$ cat config.mk
export PLATFORM = sky130hd
export DESIGN_NAME = param_updown_counter
export DESIGN_NICKNAME = d
export VERILOG_FILES = /design/src/rtl/param_updown_counter.sv
export SDC_FILE = /design/constraint.sdc
export NUM_CORES = 1
export LEC_CHECK = 0
export CORE_AREA = 4 4 41 43
export CTS_BUF_LIST = sky130_fd_sc_hd__clkbuf_2
export DETAILED_ROUTE_END_ITERATION = 6
export DIE_AREA = 0 0 45 47
export HOLD_SLACK_MARGIN = 0.12
export PLACE_DENSITY = 0.6
export REMOVE_ABC_BUFFERS = 1
export SETUP_SLACK_MARGIN = 0.5
export SLEW_MARGIN = 20
export SYNTH_ARGS = -nofsm -noshare
export SYNTH_HDL_FRONTEND = slang
export SYNTH_SLANG_ARGS = --single-unit
$ cat constraint.sdc
create_clock -name clk -period 1.6 [get_ports clk]
set_input_delay 0.24 -clock clk [delete_from_list [all_inputs] [get_ports clk]]
set_output_delay 0.24 -clock clk [all_outputs]
set_load 0.05 [all_outputs]
$ cat src/rtl/param_updown_counter.sv
// Up/down counter over 0..MAX_VAL with wrap or saturate at the range ends, parallel load and status flags.
// Optional build macro PUC_EDGE_DETECT_EN: one step per rising edge of enable instead of one per clock while high.
module param_updown_counter #(
    parameter int               WIDTH    = 4,
    parameter logic [WIDTH-1:0] MAX_VAL  = {WIDTH{1'b1}},
    parameter bit               SATURATE = 1'b0
) (
    input  logic             clk,
    input  logic             reset,
    input  logic             enable,
    input  logic             up_down,
    input  logic             load,
    input  logic [WIDTH-1:0] load_value,
    output logic [WIDTH-1:0] count,
    output logic             at_max,
    output logic             at_min,
    output logic             wrap
);

    localparam logic [WIDTH-1:0] ONE = {{(WIDTH-1){1'b0}}, 1'b1};

    logic [WIDTH-1:0] count_q, count_d;
    logic             wrap_q, wrap_d;
    logic             stepEn;

`ifdef PUC_EDGE_DETECT_EN
    logic enable_q;

    // Edge history keeps following enable through load cycles, so an edge seen during a load is used up.
    always_ff @(posedge clk or posedge reset) begin
        if (reset) begin
            enable_q <= 1'b0;
        end else begin
            enable_q <= enable;
        end
    end

    assign stepEn = enable & ~enable_q;
`else
    assign stepEn = enable;
`endif

    // Range-end compare happens before the +/-1, so a short range never relies on binary rollover.
    always_comb begin
        count_d = count_q;
        wrap_d  = 1'b0;
        if (load) begin
            count_d = (load_value > MAX_VAL) ? MAX_VAL : load_value;
        end else if (stepEn) begin
            if (up_down) begin
                if (count_q == MAX_VAL) begin
                    wrap_d = 1'b1;
                    if (!SATURATE) begin
                        count_d = '0;
                    end
                end else begin
                    count_d = count_q + ONE;
                end
            end else begin
                if (count_q == '0) begin
                    wrap_d = 1'b1;
                    if (!SATURATE) begin
                        count_d = MAX_VAL;
                    end
                end else begin
                    count_d = count_q - ONE;
                end
            end
        end
    end

    always_ff @(posedge clk or posedge reset) begin
        if (reset) begin
            count_q <= '0;
            wrap_q  <= 1'b0;
        end else begin
            count_q <= count_d;
            wrap_q  <= wrap_d;
        end
    end

    assign count  = count_q;
    assign wrap   = wrap_q;
    assign at_max = (count_q == MAX_VAL);
    assign at_min = (count_q == '0);

endmodule

* Yosys cells after proc, flatten, opt, wreduce, memory -nomap -nowiden
Index checks and enable logic that the tools add are counted.
** Storage, ports and cells
- Flip-flop bits (word level) :: 5
- Word-level logic and storage cells :: 19
- Output and inout port bits :: 7
- Input bits :: 9
** Operators by class
- Add/subtract/negate cells :: 2
- Eq/ne operators :: 1
- Multiplexer cells :: 11
- Order comparisons :: 1
- Reduce and logical (&&, ||, !) cells :: 2
** Operator list (count)
- $mux W4 :: 6
- $mux W1 :: 5
- $add A4 B1 Y4 const B :: 1
- $eq A4 B4 Y1 const B :: 1
- $gt A4 B4 Y1 const B :: 1
- $logic_not A4 Y1 :: 1
- $sub A4 B1 Y4 const B :: 1
- $reduce_bool A2 Y1 :: 1

* Logic depth before layout (Yosys ltp)
- Word-level depth :: 5
- Mapped depth :: 6
- Gate-level depth less buffers :: 6

* Least setup slack after synthesis
Ideal clock, no wire load.
- Kind :: register to register
- From :: register count_q[0] (netlist: count[0])
- To :: register count_q[2] (netlist: count[2])
- Data required time :: 1.475 ns
- Path buffers :: 0
- Setup slack :: -0.190 ns
- Clock period less this slack :: 1.790 ns
- Arrival time :: 1.665 ns
- Stages on the path, launching flop included :: 7
- Setup time :: 0.125 ns
- Path through :: dfrtp_1 > inv_1 > ha_1 > mux2_4 > nand2_2 > xnor2_1 > mux2_2
** On the way
- Longest elaborated chain between the ends :: 5
- Elaborated cells on any way between the ends :: 9
- Those cells by class :: add/sub (2); eq/ne (1); mux (5); reduce/logical (1)
** Ends and longest elaborated chain
- start, declared :: RTL line 22 : logic [WIDTH-1:0] count_q, count_d;
- start signal, assigned :: RTL line 77 : count_q <= count_d;
- $sub A4 B1 Y4 (tied with other cells) :: RTL line 66 : count_d = count_q - ONE;
- $mux W4, on equally long branches :: RTL line 60, 51
- $mux W4 (*) :: RTL line 50 : if (up_down) begin
- $mux W4 (*) :: RTL line 49 : end else if (stepEn) begin
- $mux W4 (*) :: RTL line 47 : if (load) begin
Mark *: on every way between the ends. The rest lies on a longest branch, timed or not. The select of a mux whose other input is x is not followed.
A chain may end at the register's enable or synchronous reset.

* Worst setup path after layout
- From :: register count_q[1] (netlist: count[1])
- To :: output port at_max
** On the way
- Longest elaborated chain between the ends :: 1
** Ends and longest elaborated chain
- $eq A4 B4 Y1 :: RTL line 84 : assign at_max = (count_q == MAX_VAL);
- end, declared :: RTL line 15 : output logic at_max,
Every way passes these cells.

==> run summary <==
die height -> 47 um
Hold-fix buffers, CTS -> 0
DIE WIDTH -> 45 um
Core ar. -> 0.001301 mm^2
commonest non-fill, non-tap cell in the layout -> buf_4
Clock Latency Late Sink -> 0.23 ns
Peak VDD IR -> 0.5204 mV
Antenna Violating Nets Remaining -> 0
Period Utilization, post-route -> 0.9166
routed via count -> 403
die area -> 0.002115 mm^2
IO Count -> 16
Pwr Total -> 696.5 uW
number of global-route vias before repair -> 386
Final Hold Vio Count -> 0
Setup TNS -> 0 ns
Routed Wire Length -> 1176 um
kind of critical path -> reg -> out
ANT cells -> 0
CP Cell Sequence -> ha_2 > and3_4 > buf_12
Worst Hold Slack -> 0.2088 ns
Synth Area in Simple Gates -> 0.1748
routed wire length per instance -> 13.84 um
RSZ-0062 raised after global routing -> true
Final HPWL DP -> 744.4 um
crit path DAT -> 1.23 ns
Max Cap Viol -> 0
wire length of the first global-routing pass -> 1842 um
Fmax achieved -> 0.6818 GHz
Pre-antenna DRT Iters -> 5
Hold Crit Class -> in -> async
cell row count -> 13
Slew @ Worst Pin -> 0.2902 ns
clock-pin slew on the worst setup and hold paths -> 0.07 ns
DR iter-0 viols -> 10
area occupied by multi-input gates -> 260.3 um^2
Placed Area -> 604.3 um^2
synth warn -> 0
Max stage delay on crit path -> 0.42 ns
sequential area share after synthesis -> 0.3497
CTS Sinks -> 5
Slew HR -> 0.8059
flop2flop setup slack -> 0.16 ns
top cells by area, synth -> dfrtp_1 35%, xnor2_1 7.3%, ha_1 7.0%
top cell type's share of synthesized area -> 0.3497
endpoint class of the critical path -> output pin
Max Root-Sink Buffers -> 2
Synth Instances -> 39
Synth Area in Compound Gates -> 0.1573
vias per cell -> 4.741
layout cells sized above 1 -> 0.5571
Worst EP required -> 1.36 ns
multiplexer share of the synthesized area -> 0.1294
Root Driver -> clkbuf_2
met3 wire len -> 121 um
Critical Path Fanout Max -> 4
Worst setup SP type -> flop
area grow syn2layout -> 109.8%
met1 wire length -> 451 um
antenna violations before repair -> 0
main combinational cell family by area after synthesis -> simple AND/OR/NAND/NOR gates
gr ovfl total -> 0
clock skew -> 0.003430 ns
top layer in use -> met4
most frequent cells in the layout -> 10 x buf_4, 8 x clkdlybuf4s50_1, 5 x buf_12, 5 x buf_6, 4 x clkbuf_2
Avg Synthesized Cell Area -> 9.175 um^2
Slowest-stage cell, CP -> dfrtp_1
status -> finished, final reports clean
setup ws final -> 0.1334 ns
Leak Pwr -> 0.3437 nW
nets -> 82
CTS tree -> done
pwr dens -> 927.8 mW/mm^2
DRC Markers -> 0
R2R Path End -> count[3]
Starting Density -> 0.2750
PortBufs -> 15
pre-CTS setup slack -> 0.05845 ns
leading area contributor after synthesis -> dfrtp_1
Finished Cell Area -> 750.7 um^2
Netlist Area Pre-Place -> 357.8 um^2
synthesized flop and latch total -> 5
Final min period -> 1.467 ns
GRT Overall Usage -> 0.1293
gpl congestion -> 0.7957
met2 wire length -> 598 um
R2R cell count -> 4
Slew Limit Fails -> 0
xor and xnor area share after synthesis -> 0.07343
FILL cells -> 115
Reg2Reg Launch Point -> count[1]
post-synthesis adder-cell area fraction -> 0.06993
TritonCTS Buffers -> 3
H-tree Lvls -> 1
Reg area -> 128.9 um^2
largest net degree at the start of global routing -> 9
Final Setup Violations -> 0
post-synth cell types -> 23
-- state kept, by name, indices dropped and copies added (netlist names) --
signal,flops
wrap,1
count,4
-- worst max-delay path by stage --
stage                        start        to  slack (ns)
after floorplan           count[0]  count[2]       -0.19
after global placement     up_down  count[2]        0.07
after detailed placement   up_down  count[2]        0.06
after CTS                 count[0]    at_max        0.15
after global routing      count[1]    at_max        0.08
final                     count[1]    at_max        0.13
-- through the flow --
step,cells,util
3_5_place_dp,73,0.4644
2_1_floorplan,38,-
3_3_place_gp,73,0.4644
5_1_grt,85,0.5769
4_1_cts,80,0.5250
6_report,85,0.5769
-- cells by family (layout without fill, tap and decap cells) --
| group | Yosys count | after routing |
|---|---|---|
| and+or+nand+nor | 12 | 12 |
| DFF | 5 | 5 |
| buffers and inverters | 4 | 35 |
| AOI/OAI and AO/OA | 9 | 9 |
| muxes | 4 | 4 |
| xor gates and xnor gates | 3 | 3 |
| adders and majority gates | 2 | 2 |
-- metal layers --
layer / vias up / global-route usage
met1: 182 / 0.1632
met5: - / 0
li1: 197 / -
met4: 0 / 0.005848
met2: 22 / 0.1921
met3: 2 / 0.08812
-- power breakdown --
part           total, mW  internal [mW]  switching [mW]
Sequential         0.168          0.144          0.0235
Clock              0.127         0.0663          0.0612
Combinational      0.401          0.223           0.178
-- final cells by class --
type | count | share of cell area
repair buffers | 28 | 0.4150
multi-input cells | 30 | 0.3467
flip-flops and latches | 5 | 0.1717
clock buffers | 4 | 0.02667
well taps | 15 | 0.02500
inverters | 3 | 0.01500
-- cell usage after synthesis --
cell type and count:
a21o_1 1, a21oi_1 2, a221oi_1 1, and2_1 1
and3_1 1, clkbuf_2 1, dfrtp_1 5, ha_1 2
inv_1 3, mux2_2 1, mux2_4 1, mux2i_1 2
nand2_1 3, nand2_2 1, nand2b_1 1, nand3_1 1
nor2_1 2, nor3b_1 1, o21ai_0 3, o21bai_1 1
o31ai_1 1, or3_1 1, xnor2_1 3
-- critical path, delay by kind of cell, from the launching register on --
kind,cells,cell delay [ns]
adder cells (fa/ha/maj),1,0.23
buffers and inverters,1,0.13
flip-flops,1,0.42
AND/OR/NAND/NOR,1,0.21
-- repair_timing --
item | in CTS | in global routing
setup buffers | 3 | 5
gates resized for setup | 12 | 7
endpoints found under the setup margin | 10 | 10
pin swaps | 2 | 2
Power figures use the tool's default switching activity.
